--- config.mk ---
export PLATFORM = sky130hd
export DESIGN_NAME = mc_core
export DESIGN_NICKNAME = d
export VERILOG_FILES = /design/src/rtl/mc_core_pkg.sv /design/src/rtl/mc_core_ctrl_fsm.sv /design/src/rtl/mc_core.sv
export SDC_FILE = /design/constraint.sdc
export NUM_CORES = 2
export LEC_CHECK = 0
export ABC_CLOCK_PERIOD_IN_PS = 15250
export CAP_MARGIN = 10
export CORE_UTILIZATION = 40
export DETAILED_ROUTE_END_ITERATION = 12
export PLACE_DENSITY_LB_ADDON = 0.15
export SLEW_MARGIN = 5
export SYNTH_ARGS = -nofsm -noshare
export SYNTH_HDL_FRONTEND = slang
export SYNTH_SLANG_ARGS = --single-unit
--- constraint.sdc ---
create_clock -name clk -period 15.25 [get_ports clk]
set_input_delay 4.575 -clock clk [delete_from_list [all_inputs] [get_ports clk]]
set_output_delay 4.575 -clock clk [all_outputs]
set_load 0.01 [all_outputs]
--- src/rtl/mc_core_pkg.sv ---
// mc_pkg: opcode/funct encodings, ALU control codes, FSM states and ALU helpers
// shared by mc_core and mc_ctrl_fsm.
package mc_pkg;

  localparam logic [5:0] OP_RTYPE = 6'h00;
  localparam logic [5:0] OP_LW    = 6'h23;
  localparam logic [5:0] OP_SW    = 6'h2B;
  localparam logic [5:0] OP_BEQ   = 6'h04;
  localparam logic [5:0] OP_ADDI  = 6'h08;
  localparam logic [5:0] OP_J     = 6'h02;

  localparam logic [5:0] FN_ADD = 6'h20;
  localparam logic [5:0] FN_SUB = 6'h22;
  localparam logic [5:0] FN_AND = 6'h24;
  localparam logic [5:0] FN_OR  = 6'h25;
  localparam logic [5:0] FN_SLT = 6'h2A;

  typedef enum logic [2:0] {
    ALU_AND = 3'b000,
    ALU_OR  = 3'b001,
    ALU_ADD = 3'b010,
    ALU_SUB = 3'b110,
    ALU_SLT = 3'b111
  } alu_ctrl_e;

  typedef enum logic [3:0] {
    S_FETCH,
    S_DECODE,
    S_MEMADR,
    S_MEMRD,
    S_MEMWB,
    S_MEMWR,
    S_EXECUTE,
    S_ALUWB,
    S_BRANCH,
    S_ADDIEX,
    S_ADDIWB,
    S_JUMP,
    S_ILLEGAL,
    S_HALT
  } state_e;

  function automatic logic funct_ok(input logic [5:0] funct);
    return (funct == FN_ADD) || (funct == FN_SUB) || (funct == FN_AND) ||
           (funct == FN_OR)  || (funct == FN_SLT);
  endfunction

  function automatic alu_ctrl_e funct_to_alu(input logic [5:0] funct);
    alu_ctrl_e c;
    case (funct)
      FN_SUB:  c = ALU_SUB;
      FN_AND:  c = ALU_AND;
      FN_OR:   c = ALU_OR;
      FN_SLT:  c = ALU_SLT;
      default: c = ALU_ADD;
    endcase
    return c;
  endfunction

  function automatic logic [31:0] alu(input logic [31:0] a, input logic [31:0] b,
                                      input alu_ctrl_e ctrl);
    logic [31:0] r;
    case (ctrl)
      ALU_AND: r = a & b;
      ALU_OR:  r = a | b;
      ALU_SUB: r = a - b;
      ALU_SLT: r = {31'd0, ($signed(a) < $signed(b))};
      default: r = a + b;
    endcase
    return r;
  endfunction

endpackage

--- src/rtl/mc_core_ctrl_fsm.sv ---
// mc_ctrl_fsm: multicycle control FSM with registered memory/status outputs.
import mc_pkg::*;

module mc_ctrl_fsm #(
  parameter bit HALT_ON_ILLEGAL = 1'b1
) (
  input  logic       clk,
  input  logic       reset,
  input  logic [5:0] opcode,
  input  logic [5:0] funct,
  input  logic       mem_ready,
  output state_e     state,
  output logic       mem_done,
  output logic       mem_req,
  output logic       mem_we,
  output logic       retire,
  output logic       illegal,
  output logic       halted
);

  state_e state_q, state_d;
  logic   mem_req_q, mem_req_d;
  logic   mem_we_q, mem_we_d;
  logic   retire_q, retire_d;
  logic   illegal_q, illegal_d;
  logic   halted_q, halted_d;

  // Outputs are derived from the next state so they line up with state_q;
  // the !mem_done term forces an idle cycle between back-to-back accesses.
  always_comb begin
    mem_done  = mem_req_q & mem_ready;
    state_d   = state_q;
    retire_d  = 1'b0;
    illegal_d = illegal_q;
    case (state_q)
      S_FETCH:   if (mem_done) state_d = S_DECODE;
      S_DECODE: begin
        case (opcode)
          OP_LW, OP_SW: state_d = S_MEMADR;
          OP_RTYPE:     state_d = funct_ok(funct) ? S_EXECUTE : S_ILLEGAL;
          OP_BEQ:       state_d = S_BRANCH;
          OP_ADDI:      state_d = S_ADDIEX;
          OP_J:         state_d = S_JUMP;
          default:      state_d = S_ILLEGAL;
        endcase
      end
      S_MEMADR:  state_d = (opcode == OP_LW) ? S_MEMRD : S_MEMWR;
      S_MEMRD:   if (mem_done) state_d = S_MEMWB;
      S_MEMWR: begin
        if (mem_done) begin
          retire_d = 1'b1;
          state_d  = S_FETCH;
        end
      end
      S_EXECUTE: state_d = S_ALUWB;
      S_ADDIEX:  state_d = S_ADDIWB;
      S_MEMWB, S_ALUWB, S_ADDIWB, S_BRANCH, S_JUMP: begin
        retire_d = 1'b1;
        state_d  = S_FETCH;
      end
      S_ILLEGAL: begin
        illegal_d = 1'b1;
        if (HALT_ON_ILLEGAL) begin
          state_d = S_HALT;
        end else begin
          retire_d = 1'b1;
          state_d  = S_FETCH;
        end
      end
      S_HALT:    state_d = S_HALT;
      default:   state_d = S_FETCH;
    endcase
    mem_req_d = ((state_d == S_FETCH) || (state_d == S_MEMRD) || (state_d == S_MEMWR)) && !mem_done;
    mem_we_d  = mem_req_d && (state_d == S_MEMWR);
    halted_d  = (state_d == S_HALT);
  end

  // State register and registered control outputs.
  always_ff @(posedge clk or negedge reset) begin
    if (!reset) begin
      state_q   <= S_FETCH;
      mem_req_q <= 1'b0;
      mem_we_q  <= 1'b0;
      retire_q  <= 1'b0;
      illegal_q <= 1'b0;
      halted_q  <= 1'b0;
    end else begin
      state_q   <= state_d;
      mem_req_q <= mem_req_d;
      mem_we_q  <= mem_we_d;
      retire_q  <= retire_d;
      illegal_q <= illegal_d;
      halted_q  <= halted_d;
    end
  end

  assign state   = state_q;
  assign mem_req = mem_req_q;
  assign mem_we  = mem_we_q;
  assign retire  = retire_q;
  assign illegal = illegal_q;
  assign halted  = halted_q;

endmodule

--- src/rtl/mc_core.sv ---
// mc_core: multicycle MIPS-subset core with a single req/ready memory port.
// Optional MC_CORE_PERF_CNT_EN adds cycle_cnt / instret_cnt outputs.
import mc_pkg::*;

module mc_core #(
  parameter logic [31:0] RESET_PC        = 32'h0000_0000,
  parameter bit          HALT_ON_ILLEGAL = 1'b1
) (
  input  logic        clk,
  input  logic        reset,
  output logic        mem_req,
  output logic        mem_we,
  output logic [31:0] mem_addr,
  output logic [31:0] mem_wdata,
  input  logic [31:0] mem_rdata,
  input  logic        mem_ready,
  output logic [31:0] pc,
  output logic        retire,
  output logic        illegal,
  output logic        halted
`ifdef MC_CORE_PERF_CNT_EN
  ,
  output logic [31:0] cycle_cnt,
  output logic [31:0] instret_cnt
`endif
);

  state_e      state;
  logic        mem_done;
  logic [31:0] pc_q, pc_d;
  logic [31:0] ir_q, ir_d;
  logic [31:0] mdr_q, mdr_d;
  logic [31:0] a_q, a_d;
  logic [31:0] b_q, b_d;
  logic [31:0] aluout_q, aluout_d;
  logic [31:0] rf_q [32];
  logic        rf_we;
  logic [4:0]  rf_waddr;
  logic [31:0] rf_wdata;

  logic [5:0]  opcode, funct;
  logic [4:0]  rs, rt, rd;
  logic [31:0] signimm, rs_val, rt_val;

  assign opcode  = ir_q[31:26];
  assign rs      = ir_q[25:21];
  assign rt      = ir_q[20:16];
  assign rd      = ir_q[15:11];
  assign funct   = ir_q[5:0];
  assign signimm = {{16{ir_q[15]}}, ir_q[15:0]};
  assign rs_val  = (rs == '0) ? '0 : rf_q[rs];
  assign rt_val  = (rt == '0) ? '0 : rf_q[rt];

  mc_ctrl_fsm #(
    .HALT_ON_ILLEGAL(HALT_ON_ILLEGAL)
  ) u_ctrl (
    .clk       (clk),
    .reset     (reset),
    .opcode    (opcode),
    .funct     (funct),
    .mem_ready (mem_ready),
    .state     (state),
    .mem_done  (mem_done),
    .mem_req   (mem_req),
    .mem_we    (mem_we),
    .retire    (retire),
    .illegal   (illegal),
    .halted    (halted)
  );

  // Per-state datapath register updates and register-file write selection.
  always_comb begin
    pc_d     = pc_q;
    ir_d     = ir_q;
    mdr_d    = mdr_q;
    a_d      = a_q;
    b_d      = b_q;
    aluout_d = aluout_q;
    rf_we    = 1'b0;
    rf_waddr = rt;
    rf_wdata = aluout_q;
    case (state)
      S_FETCH: begin
        if (mem_done) begin
          ir_d = mem_rdata;
          pc_d = pc_q + 32'd4;
        end
      end
      S_DECODE: begin
        a_d      = rs_val;
        b_d      = rt_val;
        aluout_d = pc_q + {signimm[29:0], 2'b00};
      end
      S_MEMADR, S_ADDIEX: aluout_d = a_q + signimm;
      S_MEMRD:   if (mem_done) mdr_d = mem_rdata;
      S_MEMWB: begin
        rf_we    = 1'b1;
        rf_wdata = mdr_q;
      end
      S_EXECUTE: aluout_d = alu(a_q, b_q, funct_to_alu(funct));
      S_ALUWB: begin
        rf_we    = 1'b1;
        rf_waddr = rd;
      end
      S_ADDIWB:  rf_we = 1'b1;
      S_BRANCH:  if (alu(a_q, b_q, ALU_SUB) == '0) pc_d = aluout_q;
      S_JUMP:    pc_d = {pc_q[31:28], ir_q[25:0], 2'b00};
      default: ;
    endcase
    mem_addr  = (state == S_FETCH) ? pc_q : aluout_q;
    mem_wdata = b_q;
  end

  // Architectural and internal datapath registers.
  always_ff @(posedge clk or negedge reset) begin
    if (!reset) begin
      pc_q     <= RESET_PC;
      ir_q     <= '0;
      mdr_q    <= '0;
      a_q      <= '0;
      b_q      <= '0;
      aluout_q <= '0;
    end else begin
      pc_q     <= pc_d;
      ir_q     <= ir_d;
      mdr_q    <= mdr_d;
      a_q      <= a_d;
      b_q      <= b_d;
      aluout_q <= aluout_d;
    end
  end

  // Register file: not reset, r0 never written.
  always_ff @(posedge clk) begin
    if (rf_we && (rf_waddr != '0)) rf_q[rf_waddr] <= rf_wdata;
  end

  assign pc = pc_q;

`ifdef MC_CORE_PERF_CNT_EN
  logic [31:0] cycle_cnt_q, cycle_cnt_d;
  logic [31:0] instret_cnt_q, instret_cnt_d;

  // Free-running cycle counter (frozen in HALT) and retired-instruction counter.
  always_comb begin
    cycle_cnt_d   = (state != S_HALT) ? cycle_cnt_q + 32'd1 : cycle_cnt_q;
    instret_cnt_d = retire ? instret_cnt_q + 32'd1 : instret_cnt_q;
  end

  // Counter registers.
  always_ff @(posedge clk or negedge reset) begin
    if (!reset) begin
      cycle_cnt_q   <= '0;
      instret_cnt_q <= '0;
    end else begin
      cycle_cnt_q   <= cycle_cnt_d;
      instret_cnt_q <= instret_cnt_d;
    end
  end

  assign cycle_cnt   = cycle_cnt_q;
  assign instret_cnt = instret_cnt_q;
`endif

endmodule
# == Word level (Yosys, flattened, before mapping) ==
# Memories as Yosys holds them, arrays and structs flattened.
# Cells that the tools add are included.
# op_classes
addsub,5
multipliers,0
div,0
order_cmp,1
eq_ne,31
shifts,0
muxes,25
bitwise_logic,4
reduce_logical,30
# ops
operator,count
$mux W32,7
$pmux W32 S3,2
$pmux W32 S4,1
$add A32 B32 Y32,3
$eq A6 B6 Y1 const B,7
$add A32 B3 Y32 const B,1
$and A32 B32 Y32,1
$logic_not A32 Y1,1
$lt A32 B32 Y1,1
$or A32 B32 Y32,1
$pmux W4 S8,1
$sub A32 B32 Y32,1
$eq A4 B4 Y1 const B,7
$eq A4 B3 Y1 const B,5
$pmux W4 S5,1
$mux W4,4
$eq A4 B2 Y1 const B,3
$pmux W3 S4,1
$logic_not A5 Y1,2
$logic_not A4 Y1,2
$eq A3 B3 Y1 const B,2
$eq A6 B2 Y1 const B,1
$eq A6 B3 Y1 const B,1
$eq A6 B4 Y1 const B,1
23 further kinds,39
# totals
reg_bits,201
latchBits,0
ramBits,1024
mem_bits_ro,0
in_bits,35
out_inout_bits,101
word_cells,110
mem_count,1
# memory_table
name,words,width,read_ports,rd_clocked_by_memory_dff,wr,line,rtl
rf_q,32,32,2,0,1,mc_core.sv:36,logic [31:0] rf_q [32];

# == Depth between registers and ports, before layout ==
# depth
word_depth,13
depth_mapped,16
depth_no_buf,14

# == By module ==
# Synthesis repeated with hierarchy kept, for this count alone.
# hier_totals
cells_unflattened,4242
hier_area_um2,65116.2
# modules_own_cells
module,instances,cells_each,area_per_inst_um2,seq_area_each_um2
mc_core,1,4169,64461.8,35554.1
mc_ctrl_fsm,1,73,654.4,225.2

# == Worst setup path before layout ==
# OpenSTA, ideal clock, no wires.
# synth_path
kind,register to output
start,"register u_ctrl.state_q[1], in the netlist u_ctrl.state[1]"
end,output port mem_addr[10]
arrival_ns,1.896
required_time_ns,10.675
path_slack_ns,8.779
path_stages_with_launch,5
path_buffers,2
path_cell_list,dfrtp_1 > clkbuf_1 > nor4_1 > clkbuf_1 > mux2_2
# synth_between
elab_chain_len,2
# synth_rtl
element,line,rtl
start: declaration,mc_core_ctrl_fsm.sv:21,"state_e state_q, state_d;"
start signal: assignment,mc_core_ctrl_fsm.sv:88,state_q <= state_d;
$logic_not A4 Y1,mc_core.sv:110,mem_addr = (state == S_FETCH) ? pc_q : aluout_q;
$mux W32,mc_core.sv:110,
end: declaration,mc_core.sv:13,"output logic [31:0] mem_addr,"
# No other way between the ends.

# == Final worst setup path ==
# layout_path
start,"register u_ctrl.state_q[0], in the netlist u_ctrl.state[0]"
end,output port mem_addr[17]
# The elaborated chain is that of the path after synthesis.

==> summary.txt <==
Peak fanout along the critical path: 33
Minimum clock period: 7.61 ns
Antenna violations before repair: 3
Final hold slack: 0.476 ns
Drt wl/cell: 33.1 µm
Setup TNS Final: 0 ns
Die Area: 0.163 mm²
Clock Latency Late Sink: 0.81 ns
GR Util All Layers: 26.5%
Iter 0 DRT Violations: 5094
Clock slew at reported path FFs: 0.05 ns
I/O Buffers: 135
Final Cycle Share: 49.9%
Diode count: 0
R2R Path End: pc[2]
First-pass GRT wire length: 307000 µm
Xor/xnor share of the synthesized area: 1.37%
Predominant post-synthesis flop cell: edfxtp_1
Sequential share of the synthesized area: 55.4%
Initial core utilization: 40.3%
HPWL Detailed: 133000 µm
Distinct cells, synth: 89
Synth async-reset ratio: 16.4%
Synth Area in Compound Gates: 8.32%
RSZ-0062 raised after global routing: no
Via density per instance: 6.37
Post-route ant nets: 0
Worst setup path class: reg2out
Critical Path End: mem_addr[17]
Reg2Reg Depth: 15
Clk buf depth: 3
CP endpoint kind: primary output
Max-slew violation count: 0
Fin area: 0.0730 mm²
GRT overflow: 0
Pwr Density: 234 mW/mm²
Setup violators final: 0
Post-Synth Adder-Cell Area: 3.17%
Largest family of logic cells by synthesized area: multiplexers
Pin count of the biggest net entering global routing: 125
Max H-tree Level: 4
Hold_buf cts: 0
Status: finished, final reports clean
Post-CTS sizing: 0
Setup WS post-layout: 7.64 ns
Die H: 404 µm
Setup repair bufs after CTS: 0
Worst EP arrival: 3.04 ns
TritonCTS clock tree: yes
Slew @ Worst Pin: 1.16 ns
CTS buffer count: 140
Mux cell area share after synthesis: 24.5%
DP Area: 0.0687 mm²
Number of max-cap violations: 0
Max frequency: 131 MHz
P_leak: 24.4 nW
Commonest non-fill, non-tap cell in the layout: edfxtp_1
Synth Register Bits: 1225
Gate Count Post-Synth: 4140
Synth Warn #: 0
Share of post-route cells with drive strength above 1: 27.0%
Reg2reg setup slack: 9.68 ns
Gpl congestion: 0.961
Max VDD drop: 0.170 mV
Routed vias: 41600
Root Buffer: clkbuf_16
Worst Skew: 0.0431 ns
Most frequent cells in the layout: edfxtp_1 (1024), mux4_2 (576), mux2_2 (224)
Area grow syn2layout: 13.1%
Final nets: 4455
Final hold vios: 0
Io pins: 136
Drt drc: 0
Detailed Routing Iterations Pass 1: 6
Type of origin of the critical path: flop
Cell area after synthesis: 0.0646 mm²
Routed WL: 216000 µm
Req. time, crit path: 10.68 ns
Die span in x: 404 µm
Total power draw: 0.0171 W
Pre-CTS setup slack: 7.66 ns
Post-Syn Area per Cell: 15.6 µm²
Clk sink count: 1225
Worst Setup SP: u_ctrl.state[0]
Relative slew slack: 22.4%
Hold Path Class: reg2reg
EDFF count, synth: 1024
Post-synthesis simple-gate area fraction: 4.74%
CORE AREA: 0.160 mm²
Reg2reg start: a_q[18]
Num rows: 147
Vias in the first global route: 40700
-- cell families (layout without fill, tap and decap cells) --
family | count (synthesis) | in the layout
xor+xnor | 101 | 101
flops | 1225 | 1225
fa+ha+maj | 161 | 161
simple gates | 618 | 618
mux | 835 | 835
buf+inv | 406 | 600
compound gates | 793 | 793
other cells | 1 | 32
-- area by class of cell --
type	instances	area [µm²]
Timing Repair Buffer	228	2080
Tap cell	2160	2700
Sequential cell	1225	35800
Clock inverter	64	543
Fill cell	14100	87400
Inverter	124	465
Multi-Input combinational cell	2540	27600
Clock buffer	184	3770
-- cell usage after synthesis (all sizes together) (7+ instances only) --
cell | number | area (µm²)
o211ai | 16 | 120
a21oi | 178 | 891
nand2 | 116 | 435
nor2b | 72 | 450
clkbuf | 203 | 762
a221oi | 9 | 78.8
dfrtp | 201 | 5030
a211o | 7 | 61.3
or2 | 16 | 100
nor2 | 193 | 724
nand3 | 35 | 175
o22ai | 110 | 688
inv | 121 | 454
o221ai | 15 | 131
and2 | 11 | 68.8
a32o | 20 | 200
nor3b | 8 | 60.1
o21a | 22 | 165
edfxtp | 1024 | 30700
nor4 | 18 | 140
xor2 | 25 | 219
a31oi | 22 | 153
o31ai | 21 | 171
mux4 | 576 | 13000
o21ai | 128 | 644
buf | 79 | 340
o21bai | 21 | 161
and3 | 15 | 93.8
ha | 157 | 1960
or3 | 18 | 113
nand2b | 23 | 144
o32ai | 50 | 438
nand4 | 17 | 106
xnor2 | 76 | 666
a221o | 18 | 180
a211oi | 38 | 300
mux2i | 33 | 330
a22oi | 19 | 143
mux2 | 226 | 2540
nor3 | 56 | 280
a21o | 35 | 263
-- critical path: stages (launching register included) --
cell and delay, ns:
dfrtp_1 0.59, nor4_2 0.35, buf_4 0.41, mux2_2 0.39
clkdlybuf4s50_1 0.48
-- metal layers --
metal	share of wire [%]	up-vias	track usage, %
li1	-	17200	-
met1	43	22100	39.1
met2	45	2020	39.8
met3	8.5	318	4.33
met4	3.5	0	8.88
met5	0	-	0
-- flip-flops by register name, indices dropped and copies added, names as in the netlist --
register	cells
a_q	32
aluout_q	32
ir_q	32
mdr_q	32
mem_wdata	32
pc	32
rf_q	1024
u_ctrl.halted	1
u_ctrl.illegal	1
u_ctrl.mem_req	1
u_ctrl.mem_we	1
u_ctrl.retire	1
u_ctrl.state	4
-- stage by stage --
step | std cells | util (%)
2_1_floorplan | 4171 | -
3_3_place_gp | 6277 | 42.8
3_5_place_dp | 6277 | 42.8
4_1_cts | 6525 | 45.5
5_1_grt | 6525 | 45.5
6_report | 6525 | 45.5
-- worst min-delay path by stage --
stage	from	end	depth (start not counted)
floorplan	mdr_q[0]	mdr_q[0]	1
global placement	u_ctrl.illegal	u_ctrl.illegal	1
detailed placement	u_ctrl.illegal	u_ctrl.illegal	1
CTS	u_ctrl.illegal	u_ctrl.illegal	1
global route	u_ctrl.illegal	u_ctrl.illegal	1
finish	u_ctrl.illegal	u_ctrl.illegal	1
-- where the power goes --
part | internal, W | total (W) | switching [W] | leakage, nW
sequential | 0.00452 | 0.00525 | 0.000736 | 11.8
combinational | 0.00362 | 0.00862 | 0.00500 | 10.5
clock | 0.00182 | 0.00322 | 0.00140 | 2.11
total | 0.00996 | 0.0171 | 0.00714 | 24.4
Power figures use the tool's default switching activity.
